===== src/rtl/divider_multi_radix_if.sv =====
// Request/response bundle shared by the M-extension divider and its issuer.
// Operand, op and kill flow from master to slave; result and status flow back.
interface divider_multi_radix_if #(
  parameter int XLEN         = 32,
  parameter int DIV_OP_WIDTH = 2
);
  logic                    valid;
  logic [DIV_OP_WIDTH-1:0] DIVop;
  logic [XLEN-1:0]         divident;
  logic [XLEN-1:0]         divisor;
  logic                    kill;
  logic                    ready;
  logic                    busy;
  logic [XLEN-1:0]         divOrRemRslt;
  logic                    div_by_zero_err;

  modport master (
    output valid, DIVop, divident, divisor, kill,
    input  ready, busy, divOrRemRslt, div_by_zero_err
  );

  modport slave (
    input  valid, DIVop, divident, divisor, kill,
    output ready, busy, divOrRemRslt, div_by_zero_err
  );
endinterface


===== src/rtl/divider_multi_radix.sv =====
// Iterative restoring divider (RISC-V DIV/DIVU/REM/REMU), BITS_PER_CYCLE quotient
// bits per clock, with early exit for divide-by-zero and signed overflow.
module divider_multi_radix #(
  parameter int XLEN           = 32,
  parameter int BITS_PER_CYCLE = 1,
  parameter int EARLY_OUT      = 1
) (
  input logic                  clk,
  input logic                  reset,
  divider_multi_radix_if.slave bus
);
  localparam int N  = XLEN / BITS_PER_CYCLE;
  localparam int CW = $clog2(N) + 1;
  localparam logic [CW-1:0]   LAST = CW'(N - 1);
  localparam logic [XLEN-1:0] ONES = {XLEN{1'b1}};
  localparam logic [XLEN-1:0] ZERO = {XLEN{1'b0}};
  localparam logic [XLEN-1:0] MIN  = {1'b1, {(XLEN-1){1'b0}}};

  typedef enum logic [2:0] {IDLE = 3'b001, CALC = 3'b010, FIX = 3'b100} state_t;
  state_t state_r, next_state_s;

  logic            rem_op_r, neg_q_r, neg_r_r, dz_r, ovf_r;
  logic [XLEN-1:0] raw_a_r, dvs_r, quo_r, rem_r, rslt_r;
  logic            err_r, ready_r, busy_r;
  logic [CW-1:0]   cnt_r;

  logic            accept_s, a_neg_s, b_neg_s, dz_s, ovf_s, special_s;
  logic [XLEN-1:0] a_abs_s, b_abs_s, quo_step_s, rem_step_s, fix_s;

  // Acceptance qualification and operand preconditioning (DIVop[0]=1: unsigned, DIVop[1]=1: remainder)
  always_comb begin
    accept_s  = (state_r == IDLE) && bus.valid && !ready_r && !bus.kill;
    a_neg_s   = !bus.DIVop[0] && bus.divident[XLEN-1];
    b_neg_s   = !bus.DIVop[0] && bus.divisor[XLEN-1];
    a_abs_s   = a_neg_s ? (ZERO - bus.divident) : bus.divident;
    b_abs_s   = b_neg_s ? (ZERO - bus.divisor) : bus.divisor;
    dz_s      = (bus.divisor == ZERO);
    ovf_s     = !bus.DIVop[0] && (bus.divident == MIN) && (bus.divisor == ONES);
    special_s = dz_s || ovf_s;
  end

  // Chain of restoring steps; remainder stays below divisor so XLEN bits hold it
  always_comb begin
    logic [XLEN-1:0] r_v, q_v;
    logic [XLEN:0]   rp_v;
    logic [XLEN+1:0] diff_v;
    r_v    = rem_r;
    q_v    = quo_r;
    rp_v   = {(XLEN+1){1'b0}};
    diff_v = {(XLEN+2){1'b0}};
    for (int i = 0; i < BITS_PER_CYCLE; i++) begin
      rp_v   = {r_v, q_v[XLEN-1]};
      diff_v = {1'b0, rp_v} - {2'b00, dvs_r};
      q_v    = {q_v[XLEN-2:0], ~diff_v[XLEN+1]};
      if (diff_v[XLEN+1]) begin
        r_v = rp_v[XLEN-1:0];
      end else begin
        r_v = diff_v[XLEN-1:0];
      end
    end
    rem_step_s = r_v;
    quo_step_s = q_v;
  end

  // Final result selection with RISC-V special-case values
  always_comb begin
    fix_s = ZERO;
    if (dz_r) begin
      fix_s = rem_op_r ? raw_a_r : ONES;
    end else if (ovf_r) begin
      fix_s = rem_op_r ? ZERO : MIN;
    end else if (rem_op_r) begin
      fix_s = neg_r_r ? (ZERO - rem_r) : rem_r;
    end else begin
      fix_s = neg_q_r ? (ZERO - quo_r) : quo_r;
    end
  end

  // Next-state logic
  always_comb begin
    next_state_s = state_r;
    case (state_r)
      IDLE: begin
        if (accept_s) begin
          next_state_s = (special_s && (EARLY_OUT != 0)) ? FIX : CALC;
        end else begin
          next_state_s = IDLE;
        end
      end
      CALC: begin
        if (bus.kill) begin
          next_state_s = IDLE;
        end else if (cnt_r == LAST) begin
          next_state_s = FIX;
        end else begin
          next_state_s = CALC;
        end
      end
      FIX:     next_state_s = IDLE;
      default: next_state_s = IDLE;
    endcase
  end

  // State register
  always_ff @(posedge clk or posedge reset) begin
    if (reset) begin
      state_r <= IDLE;
    end else begin
      state_r <= next_state_s;
    end
  end

  // Operand latch, iteration datapath and registered outputs
  always_ff @(posedge clk or posedge reset) begin
    if (reset) begin
      rem_op_r <= 1'b0;
      neg_q_r  <= 1'b0;
      neg_r_r  <= 1'b0;
      dz_r     <= 1'b0;
      ovf_r    <= 1'b0;
      raw_a_r  <= ZERO;
      dvs_r    <= ZERO;
      quo_r    <= ZERO;
      rem_r    <= ZERO;
      cnt_r    <= {CW{1'b0}};
      rslt_r   <= ZERO;
      err_r    <= 1'b0;
      ready_r  <= 1'b0;
      busy_r   <= 1'b0;
    end else begin
      ready_r <= (state_r == FIX) && !bus.kill;
      busy_r  <= (next_state_s != IDLE);
      case (state_r)
        IDLE: begin
          if (accept_s) begin
            rem_op_r <= bus.DIVop[1];
            neg_q_r  <= a_neg_s ^ b_neg_s;
            neg_r_r  <= a_neg_s;
            dz_r     <= dz_s;
            ovf_r    <= ovf_s;
            raw_a_r  <= bus.divident;
            dvs_r    <= b_abs_s;
            quo_r    <= a_abs_s;
            rem_r    <= ZERO;
            cnt_r    <= {CW{1'b0}};
          end
        end
        CALC: begin
          quo_r <= quo_step_s;
          rem_r <= rem_step_s;
          cnt_r <= cnt_r + {{(CW-1){1'b0}}, 1'b1};
        end
        FIX: begin
          if (!bus.kill) begin
            rslt_r <= fix_s;
            err_r  <= dz_r;
          end
        end
        default: begin
          cnt_r <= {CW{1'b0}};
        end
      endcase
    end
  end

  assign bus.ready           = ready_r;
  assign bus.busy            = busy_r;
  assign bus.divOrRemRslt    = rslt_r;
  assign bus.div_by_zero_err = err_r;
endmodule


===== src/flat_wrapper.sv =====
// flat-port wrapper written by rule: the top's interface ports become plain ports
module divider_multi_radix_flat 
#(
  parameter int XLEN           = 32,
  parameter int BITS_PER_CYCLE = 1,
  parameter int EARLY_OUT      = 1
)
  (clk, reset, bus_valid, bus_DIVop, bus_divident, bus_divisor, bus_kill, bus_ready, bus_busy, bus_divOrRemRslt, bus_div_by_zero_err);
  divider_multi_radix_if #(.XLEN(XLEN)) bus_i ();
  input logic clk;
  input logic reset;
  input wire logic [$bits(bus_i.valid)-1:0] bus_valid;
  input wire logic [$bits(bus_i.DIVop)-1:0] bus_DIVop;
  input wire logic [$bits(bus_i.divident)-1:0] bus_divident;
  input wire logic [$bits(bus_i.divisor)-1:0] bus_divisor;
  input wire logic [$bits(bus_i.kill)-1:0] bus_kill;
  output wire logic [$bits(bus_i.ready)-1:0] bus_ready;
  output wire logic [$bits(bus_i.busy)-1:0] bus_busy;
  output wire logic [$bits(bus_i.divOrRemRslt)-1:0] bus_divOrRemRslt;
  output wire logic [$bits(bus_i.div_by_zero_err)-1:0] bus_div_by_zero_err;
  assign bus_i.valid = bus_valid;
  assign bus_i.DIVop = bus_DIVop;
  assign bus_i.divident = bus_divident;
  assign bus_i.divisor = bus_divisor;
  assign bus_i.kill = bus_kill;
  assign bus_ready = bus_i.ready;
  assign bus_busy = bus_i.busy;
  assign bus_divOrRemRslt = bus_i.divOrRemRslt;
  assign bus_div_by_zero_err = bus_i.div_by_zero_err;
  divider_multi_radix #(.XLEN(XLEN), .BITS_PER_CYCLE(BITS_PER_CYCLE), .EARLY_OUT(EARLY_OUT)) u_core (.clk(clk), .reset(reset), .bus(bus_i));
endmodule

===== config.mk =====
export PLATFORM = sky130hd
export DESIGN_NAME = divider_multi_radix_flat
export DESIGN_NICKNAME = d
export VERILOG_FILES = /design/src/rtl/divider_multi_radix_if.sv /design/src/rtl/divider_multi_radix.sv /design/src/flat_wrapper.sv
export SDC_FILE = /design/constraint.sdc
export NUM_CORES = 1
export LEC_CHECK = 0
export CORE_UTILIZATION = 35
export CTS_CLUSTER_DIAMETER = 120
export DETAILED_ROUTE_END_ITERATION = 16
export PLACE_DENSITY = 0.6
export RECOVER_POWER = 25
export SLEW_MARGIN = 20
export SYNTH_ARGS = -nofsm -noshare
export SYNTH_HDL_FRONTEND = slang
export SYNTH_SLANG_ARGS = --single-unit
export TNS_END_PERCENT = 20

===== constraint.sdc =====
create_clock -name clk -period 5.7 [get_ports clk]
set_input_delay 1.14 -clock clk [delete_from_list [all_inputs] [get_ports clk]]
set_output_delay 1.14 -clock clk [all_outputs]
set_load 0.005 [all_outputs]

==> results of run 1 <==
-- synthesized netlist by cell type (4+ instances only) --
cell	instances
or4_1	8
dfrtp_1	176
o21ai_0	193
nor2b_1	9
buf_1	4
or3_1	10
xor2_1	79
a21o_1	20
o221ai_1	28
clkbuf_1	77
o21a_1	6
xnor2_1	70
o211ai_1	9
a22oi_1	31
nor3_1	25
nand2_1	222
a211oi_1	4
and3_1	13
ha_1	38
a21oi_1	69
nor4_1	9
nand2b_1	10
nor2_1	60
nand4_1	16
nand3_1	44
inv_1	55
o31ai_1	31
a31oi_1	15
mux2i_1	26
o41ai_1	14
-- routing by layer --
metal,wire (um),global-route usage [%]
met4,668,6.74
met1,16400,28.1
met3,1270,3.05
met2,16200,32.6
met5,0,0
-- report_power, final --
part	total [W]	switching, W	internal, W
logic	0.00123	0.000712	0.000518
registers	0.00164	0.000195	0.00144
clock network	0.00125	0.000584	0.000669
-- metrics by stage --
stage          power [W]  area (sq um)
2_1_floorplan    0.00248         11900
3_3_place_gp     0.00287         13300
3_5_place_dp     0.00289         13300
4_1_cts          0.00414         13900
5_1_grt          0.00438         13900
6_report         0.00412         13900
-- tightest hold or removal path, delay by kind of cell (launching register included) --
family           cells  cell delay [ns]
and+or+nand+nor      2             0.10
DFF                  1             0.34
-- kinds of logic (layout without fill, tap and decap cells) --
kind of cell | after synthesis | in the layout
AOI/OAI and AO/OA | 446 | 446
xor gates and xnor gates | 149 | 149
adders and majority gates | 39 | 39
buffers and inverters | 140 | 205
DFF | 177 | 177
muxes | 26 | 26
and+or+nand+nor | 449 | 449
-- cell type report --
type | instances | area (sq um)
repair buffers | 118 | 1170
inverters | 55 | 208
fillers | 3361 | 19500
clock inverters | 15 | 186
well taps | 448 | 561
flip-flops and latches | 177 | 4430
multi-input cells | 1109 | 6960
clock buffers | 17 | 425
-- registers in the layout (all words and copies together) (netlist names), 3 cells and up --
name and count:
u_core.bus.divOrRemRslt 32, u_core.dvs_r 32, u_core.quo_r 32, u_core.raw_a_r 32
u_core.rem_r 32, u_core.cnt_r 6, u_core.state_r 3
-- path summary, 6_finish.rpt --
path                                                   to  slack, ns  depth (start not counted)
setup reg to reg             u_core.rem_r[30]$_DFFE_PP0P_       1.84                         11
max in group asynchronous    u_core.dvs_r[31]$_DFFE_PP0P_       2.54                          3
hold reg to reg            u_core.raw_a_r[25]$_DFFE_PP0P_       0.47                          2
setup / recovery             u_core.quo_r[28]$_DFFE_PP0P_       1.74                          8
hold / removal             u_core.raw_a_r[25]$_DFFE_PP0P_       0.47                          2
min in group asynchronous     u_core.rem_r[5]$_DFFE_PP0P_       1.41                          3
==> impl_metrics.py, run 1 <==
metrics = {
    "setup_path": {
        "cp_top_family": "simple AND/OR/NAND/NOR gates",
        "critPathLaunchType": "input port",
        "r2r_start": "u_core.rem_r[2]$_DFFE_PP0P_",
        "worst-path-max-fanout": 6,
        "crit_slowest_cell": "nor4_1",
        "cp.required_ns": 5.99,
        "cp.arrival_ns": 4.25,
        "startpoint": "bus_divident[2]",
        "cp_cell_sequence": "clkdlybuf4s50_1, nor4_1, and3_1, nand2_1, or3_1, o41ai_1, xor2_1, o21ai_0",
        "end_kind": "flip-flop",
        "critPathBufInv": 1,
        "path_class": "input port to flip-flop",
        "crit_path_max_incr_delay_ns": 0.78,
    },
    "timing": {
        "finalCritPeriodShare_pct": 69.5,
        "slew_violations": 37,
        "worstMarginPinSlew_ns": 2.02,
        "fmax_mhz": 253,
        "rsz0062_at_grt": "no",
        "fin_skew_ns": 0.0120,
        "setup_violations": 0,
        "final.min_clock_period_ns": 3.96,
        "final.setup.tns_ns": 0,
        "max_slew_margin_pct": -34.8,
        "whs_ns": 0.470,
        "hold_violations": 0,
        "finalWorstSetupSlack_ns": 1.74,
    },
    "clock_tree": {
        "cts_root_buffer": "clkbuf_16",
        "postCtsSetupRepairBufs": 0,
        "cts_hold_buf": 0,
        "cts.htree.levels": 4,
        "cts_tree": "yes",
        "clockBufferDepth": 2,
        "cts_resized": 0,
        "cts_sinks": 177,
        "clkTransAtPathRegs_ns": 0.07,
        "clock_latency_ns": 0.45,
        "cts_buffers": 17,
    },
    "route": {
        "viasPerCell": 5.50,
        "ant_nets": 0,
        "drc": 0,
        "wl_per_cell_um": 17.8,
        "routed_wl_um": 34500,
        "first_iter_violations": 804,
        "num_vias": 10700,
        "firstDrtPassIters": 6,
    },
    "die": {
        "die_y_um": 186,
        "start_util_pct": 35.5,
        "core-area_sq_um": 33400,
        "rows": 67,
        "boundaryPins": 105,
        "die_area_sq_um": 34700,
        "die_w_um": 186,
    },
    "synth": {
        "synthCells": 1426,
        "synth_top_family_by_area": "compound AO/OA/AOI/OAI gates",
        "synth-seq-cells": 177,
        "avgSynthCellArea_sq_um": 8.34,
        "ys_types": 62,
        "synth_area_leaders": "dfrtp_1, o21ai_0, nand2_1",
        "ys_seq_area_share_pct": 37.3,
        "synth_top_area_share_pct": 37.0,
        "synthSimpleGateAreaFrac_pct": 17.6,
        "synth-compound-area-share_pct": 23.3,
        "synth_top_flop_cell": "dfrtp_1",
        "synth_edf_count": 0,
        "syn-num-nets": 1535,
        "synth_warnings": 0,
        "synth_mux_area_share_pct": 2.19,
        "synthArstFlopShare_pct": 100,
        "synthAdderAreaFrac_pct": 4.17,
        "synth_xor_area_share_pct": 11.0,
        "synth_top_area_cell": "dfrtp_1",
        "syn_area_sq_um": 11900,
    },
    "placement": {
        "place_hpwl_um": 24500,
        "place_ws_ns": 1.37,
        "dp_cells": 1907,
        "port_buffers": 104,
        "place.gp.congestion": 0.871,
    },
    "global_route": {
        "grt_pass1_wl_um": 56500,
        "gr-total-overflow": 0,
        "grt_max_degree": 142,
        "antenna_found_initial": 0,
        "grt_pass1_vias": 10400,
        "track_usage_pct": 20.4,
    },
    "run_status": {
        "status": "finished with violations",
        "violations": "capacitance limit, slew limit",
    },
    "power": {
        "peakVddDrop_uv": 222,
        "p_leak_nw": 6.06,
        "powerDensity_nw_per_um2": 296,
    },
    "layout": {
        "stdcell_count": 1939,
        "nets": 1587,
        "mostFrequentLayoutCell": "nand2_1",
        "final_cell_mix": "nand2_1, o21ai_0, dfrtp_1, clkdlybuf4s50_1, xor2_1",
        "antenna_cells": 0,
        "drive_above_1_share_pct": 4.56,
        "syn2layout_area_growth_pct": 17.2,
        "final_util_pct": 41.7,
    },
    "hold_path": {
        "holdCritStartpoint": "u_core.raw_a_r[25]$_DFFE_PP0P_",
        "hold_path_class": "flip-flop to flip-flop",
    },
    "job": {
        "cap_violations": 1,
    },
}
(Power assumes the default switching activity.)
==> run 2: changes to the inputs <==
Clock period 5.7 ns to 3.3 ns, I/O delays scaled along.
==> run 2 against run 1 <==
Effect of this change:
- the flow still finishes with violations (capacitance limit, slew limit)
- combinational power up 83%
- sequential power up 73%
- final cell count up 4.1%
- register-to-register slack worse by 1.6 ns
- clock-buffer cell count up 2
- die area unchanged
- worst hold slack worse by 0.00098 ns
- via count up 3.5%
- worst setup slack worse by 1.5 ns
- sequential cell count unchanged
- critical path depth up 6
- utilization up 1.8 points
- largest power group unchanged
==> impl_metrics.py, run 2 (synthesis gave the netlist of run 1 again) <==
metrics = {
    "run_status": {
        "status": "finished with violations",
        "violations": "capacitance limit, slew limit",
    },
    "layout": {
        "fillers": 3342,
        "drive_above_1_share_pct": 9.61,
        "antenna_cells": 0,
        "mostFrequentLayoutCell": "nand2_1",
        "nets": 1667,
        "multiInputGateArea_sq_um": 6980,
        "final_util_pct": 43.4,
        "final_cell_mix": "nand2_1, o21ai_0, dfrtp_1, clkdlybuf4s50_1, buf_4",
        "syn2layout_area_growth_pct": 22.1,
        "register_area_sq_um": 4430,
    },
    "die": {
        "boundaryPins": 105,
        "die_w_um": 186,
        "start_util_pct": 35.5,
        "die_y_um": 186,
        "die_area_sq_um": 34700,
        "rows": 67,
        "core-area_sq_um": 33400,
    },
    "timing": {
        "whs_ns": 0.469,
        "final.setup.tns_ns": 0,
        "slew_violations": 124,
        "fmax_mhz": 326,
        "fin_skew_ns": 0.0167,
        "worstMarginPinSlew_ns": 1.81,
        "rsz0062_at_grt": "no",
        "max_slew_margin_pct": -20.5,
        "final.min_clock_period_ns": 3.06,
        "finalCritPeriodShare_pct": 92.9,
        "hold_violations": 0,
        "setup_violations": 0,
    },
    "hold_path": {
        "holdCritStartpoint": "u_core.raw_a_r[24]$_DFFE_PP0P_",
        "hold_path_class": "flip-flop to flip-flop",
        "holdPathEnd": "u_core.raw_a_r[24]$_DFFE_PP0P_",
        "holdPathStages": 2,
    },
    "setup_path": {
        "path_class": "flip-flop to flip-flop",
        "r2r_cells": 14,
        "cp.arrival_ns": 3.38,
        "critPathLaunchType": "flip-flop",
        "end_kind": "flip-flop",
        "cp.required_ns": 3.62,
        "rrSetupSlack_ns": 0.24,
        "r2r_end": "u_core.rem_r[30]$_DFFE_PP0P_",
        "r2r_start": "u_core.quo_r[31]$_DFFE_PP0P_",
        "worst-path-max-fanout": 3,
    },
    "global_route": {
        "grt_pass1_wl_um": 59100,
        "gr-total-overflow": 0,
        "track_usage_pct": 21.3,
        "grt_max_degree": 124,
        "antenna_found_initial": 1,
        "grt_pass1_vias": 10900,
    },
    "placement": {
        "port_buffers": 104,
        "place_hpwl_um": 27200,
        "place.gp.congestion": 0.883,
    },
    "clock_tree": {
        "clock_latency_ns": 0.45,
        "cts_tree": "yes",
        "cts_root_buffer": "clkbuf_16",
        "clockBufferDepth": 2,
        "postCtsSetupRepairBufs": 0,
        "cts_buffers": 17,
        "cts.htree.levels": 4,
        "clkTransAtPathRegs_ns": 0.07,
        "cts_sinks": 177,
    },
    "route": {
        "first_iter_violations": 862,
        "wl_per_cell_um": 18.0,
        "drc": 0,
        "firstDrtPassIters": 5,
        "num_vias": 11000,
        "ant_nets": 0,
        "routed_wl_um": 36400,
        "viasPerCell": 5.47,
    },
    "power": {
        "p_leak_nw": 6.44,
        "peakVddDrop_uv": 348,
        "powerDensity_nw_per_um2": 490,
    },
    "job": {
        "cap_violations": 1,
    },
}
run 2: where the power goes:
part	switching [W]	total [W]	internal (W)
clock	0.000956	0.00203	0.00107
combinational	0.00128	0.00225	0.000974
sequential	0.000339	0.00283	0.00249
total	0.00257	0.00711	0.00454
run 2: worst max path at each step:
stage / startpoint / endpoint / slack, ns / cells after the start
finish: u_core.quo_r[31]$_DFFE_PP0P_ / u_core.rem_r[30]$_DFFE_PP0P_ / 0.24 / 14
CTS: u_core.dvs_r[1]$_DFFE_PP0P_ / u_core.rem_r[23]$_DFFE_PP0P_ / 0.07 / 12
detailed placement: bus_divisor[9] / u_core.state_r[1]$_DFF_PP0_ / 0.002 / 7
floorplan: u_core.quo_r[31]$_DFFE_PP0P_ / u_core.rem_r[30]$_DFFE_PP0P_ / 0.31 / 13
global placement: bus_divisor[9] / u_core.state_r[1]$_DFF_PP0_ / 0.08 / 7
global route: u_core.quo_r[31]$_DFFE_PP0P_ / u_core.rem_r[30]$_DFFE_PP0P_ / 0.03 / 14
run 2: metal layers:
layer  up-vias  share of wire, %  GRT usage [%]
li1       5361                 -              -
met1      5345                46           28.9
met2       281                47           34.7
met3        52               5.0           3.08
met4         0               2.5           7.37
met5         -                 0              0
run 2: area by class of cell:
class	count	area share, %
Clock inverter	13	0.870
Sequential cell	177	30.5
Clock buffer	19	3.05
Tap cell	448	3.86
Inverter	55	1.43
Multi-Input combinational cell	1109	48.1
Timing Repair Buffer	198	12.2
run 2: repair_timing:
action | in CTS | in global routing
setup endpoints to repair | 0 | 28
gates resized for setup | 0 | 5
hold buffers | 0 | 0
run 2: metrics by stage:
step / power (W) / std cells / setup WS (ns) / cell area, sq um
after floorplan: 0.00428 / 1426 / 0.314 / 11900
after global placement: 0.00506 / 1987 / 0.0775 / 13900
after detailed placement: 0.00510 / 1987 / 0.00244 / 13900
after CTS: 0.00714 / 2019 / 0.0734 / 14500
after global routing: 0.00754 / 2019 / 0.0302 / 14500
final: 0.00711 / 2019 / 0.236 / 14500
run 2: worst max-delay path: stages, from the launching register on:
cell      delay [ns]
dfrtp_1         0.39
inv_1           0.06
ha_1            0.16
inv_1           0.06
fa_1            0.44
a211oi_2        0.28
o211ai_1        0.13
a21o_1          0.21
o41ai_2         0.28
buf_4           0.17
o21a_1          0.16
nor2_1          0.08
a41oi_1         0.24
xor2_1          0.17
o211ai_1        0.09
==> run 3: changes to the inputs <==
Settings changed: PLACE_DENSITY 0.6 to 0.58.
Clock period 3.3 ns to 3.7 ns, I/O delays scaled along.
==> run 3 against run 2 <==
Effect of this change:
- the flow still finishes with violations (capacitance limit, slew limit)
- critical path depth unchanged
- power decreased by 10%
- global-route usage decreased by 0.24 points
- non-clock buffer count decreased by 49
- sequential share of layout area increased by 0.79 points
- clock power decreased by 6%
- largest power group unchanged
==> impl_metrics.py, run 3 (synthesis gave the netlist of run 1 again) <==
metrics = {
    "die": {
        "boundaryPins": 105,
        "die_y_um": 186,
        "rows": 67,
        "start_util_pct": 35.5,
        "core-area_sq_um": 33400,
        "die_w_um": 186,
        "die_area_sq_um": 34700,
    },
    "route": {
        "wl_per_cell_um": 18.3,
        "num_vias": 10900,
        "routed_wl_um": 36000,
        "viasPerCell": 5.54,
        "firstDrtPassIters": 7,
        "first_iter_violations": 861,
        "ant_nets": 0,
        "drc": 0,
    },
    "setup_path": {
        "worst-path-max-fanout": 3,
        "end_kind": "flip-flop",
        "critPathLaunchType": "flip-flop",
        "path_class": "flip-flop to flip-flop",
        "rrSetupSlack_ns": 0.44,
        "cp.arrival_ns": 3.57,
        "cp.required_ns": 4.01,
    },
    "clock_tree": {
        "cts_buffers": 17,
        "clkTransAtPathRegs_ns": 0.08,
        "cts_sinks": 177,
        "cts_resized": 0,
        "postCtsSetupRepairBufs": 0,
        "cts_hold_buf": 0,
        "clockBufferDepth": 2,
        "cts_tree": "yes",
        "clock_latency_ns": 0.45,
        "cts.htree.levels": 4,
        "cts_root_buffer": "clkbuf_16",
    },
    "global_route": {
        "track_usage_pct": 21.1,
        "grt_pass1_wl_um": 58400,
        "grt_max_degree": 130,
        "antenna_found_initial": 0,
        "grt_pass1_vias": 10600,
        "gr-total-overflow": 0,
        "use_met3_pct": 2.58,
        "busiest_layer": "met2",
        "use_met1_pct": 29.6,
        "grt_util_met2_pct": 33.6,
    },
    "power": {
        "combPwrFrac_pct": 30.5,
        "switching_power_w": 0.00227,
        "pwr-share-clk_pct": 29.9,
        "peakVddDrop_uv": 361,
        "p_leak_nw": 6.21,
        "powerDensity_nw_per_um2": 450,
        "seqPwrFrac_pct": 39.7,
        "power.internal_w": 0.00409,
        "finalPower_w": 0.00636,
        "switching_share_pct": 35.7,
    },
    "layout": {
        "antenna_cells": 0,
        "mostFrequentLayoutCell": "nand2_1",
        "syn2layout_area_growth_pct": 19.0,
        "final_area_sq_um": 14200,
        "final_cell_mix": "nand2_1, o21ai_0, dfrtp_1, clkdlybuf4s50_1, xor2_1",
        "drive_above_1_share_pct": 6.57,
        "fillers": 3296,
        "nets": 1618,
    },
    "placement": {
        "place_ws_ns": -0.0155,
        "place_hpwl_um": 26100,
        "place.gp.congestion": 0.898,
        "place_area_sq_um": 13600,
        "port_buffers": 104,
    },
    "timing": {
        "fmax_mhz": 307,
        "fin_skew_ns": 0.0124,
        "whs_ns": 0.468,
        "rsz0062_at_grt": "no",
        "slew_violations": 130,
        "worstMarginPinSlew_ns": 1.90,
        "finalCritPeriodShare_pct": 88.1,
        "max_slew_margin_pct": -26.8,
        "setup_violations": 0,
        "final.min_clock_period_ns": 3.26,
        "hold_violations": 0,
        "finalWorstSetupSlack_ns": 0.442,
    },
    "run_status": {
        "violations": "capacitance limit, slew limit",
        "status": "finished with violations",
    },
    "job": {
        "cap_violations": 1,
    },
    "hold_path": {
        "hold_path_class": "flip-flop to flip-flop",
    },
}
-- run 3: final cells by class --
class                   count  area, sq um  share of cell area [%]
multi-input cells        1109         6950                    49.1
repair buffers            149         1400                    9.90
well taps                 448          561                    3.96
inverters                  55          208                    1.47
flip-flops and latches    177         4430                    31.3
clock inverters            13          150                    1.06
clock buffers              19          453                    3.20
-- run 3: worst max-delay path, cell delays in order (launching register included) --
cell and delay, ns:
dfrtp_1 0.38, inv_1 0.06, ha_1 0.15, inv_1 0.05, fa_1 0.41, a211oi_1 0.34
o211ai_1 0.16, a21o_1 0.21, o41ai_1 0.36, buf_4 0.19, o21a_1 0.18, nor2_1 0.10
a41oi_1 0.25, xor2_1 0.17, o211ai_1 0.09
-- run 3: routing by layer --
metal	share of wire (%)	vias up
li1	-	5262
met1	48	5326
met2	46	279
met3	3.9	46
met4	2.2	0
met5	0	-
-- run 3: worst paths after layout --
path	to	depth (start not counted)	startpoint
hold / removal	u_core.raw_a_r[29]$_DFFE_PP0P_	2	u_core.raw_a_r[29]$_DFFE_PP0P_
min in group asynchronous	u_core.bus.busy$_DFF_PP0_	2	reset
setup reg to reg	u_core.rem_r[30]$_DFFE_PP0P_	14	u_core.quo_r[31]$_DFFE_PP0P_
setup / recovery	u_core.rem_r[30]$_DFFE_PP0P_	14	u_core.quo_r[31]$_DFFE_PP0P_
max in group asynchronous	u_core.bus.divOrRemRslt[27]$_DFFE_PP0P_	3	reset
hold reg to reg	u_core.raw_a_r[29]$_DFFE_PP0P_	2	u_core.raw_a_r[29]$_DFFE_PP0P_
-- run 3: power groups by stage --
stage               Combinational (W)  Sequential, W  Clock [W]
detailed placement            0.00194        0.00256          0
floorplan                     0.00136        0.00246          0
global route                  0.00218        0.00257    0.00200
CTS                           0.00195        0.00252    0.00194
finish                        0.00194        0.00252    0.00190
global placement              0.00192        0.00255          0
-- run 3: metrics by stage --
step	util (%)	setup TNS [ns]	instances
finish	42.3	0	1970
detailed placement	40.6	-0.0155	1938
global placement	40.6	0	1938
floorplan	-	0	1426
CTS	42.4	0	1970
global route	42.3	0	1970
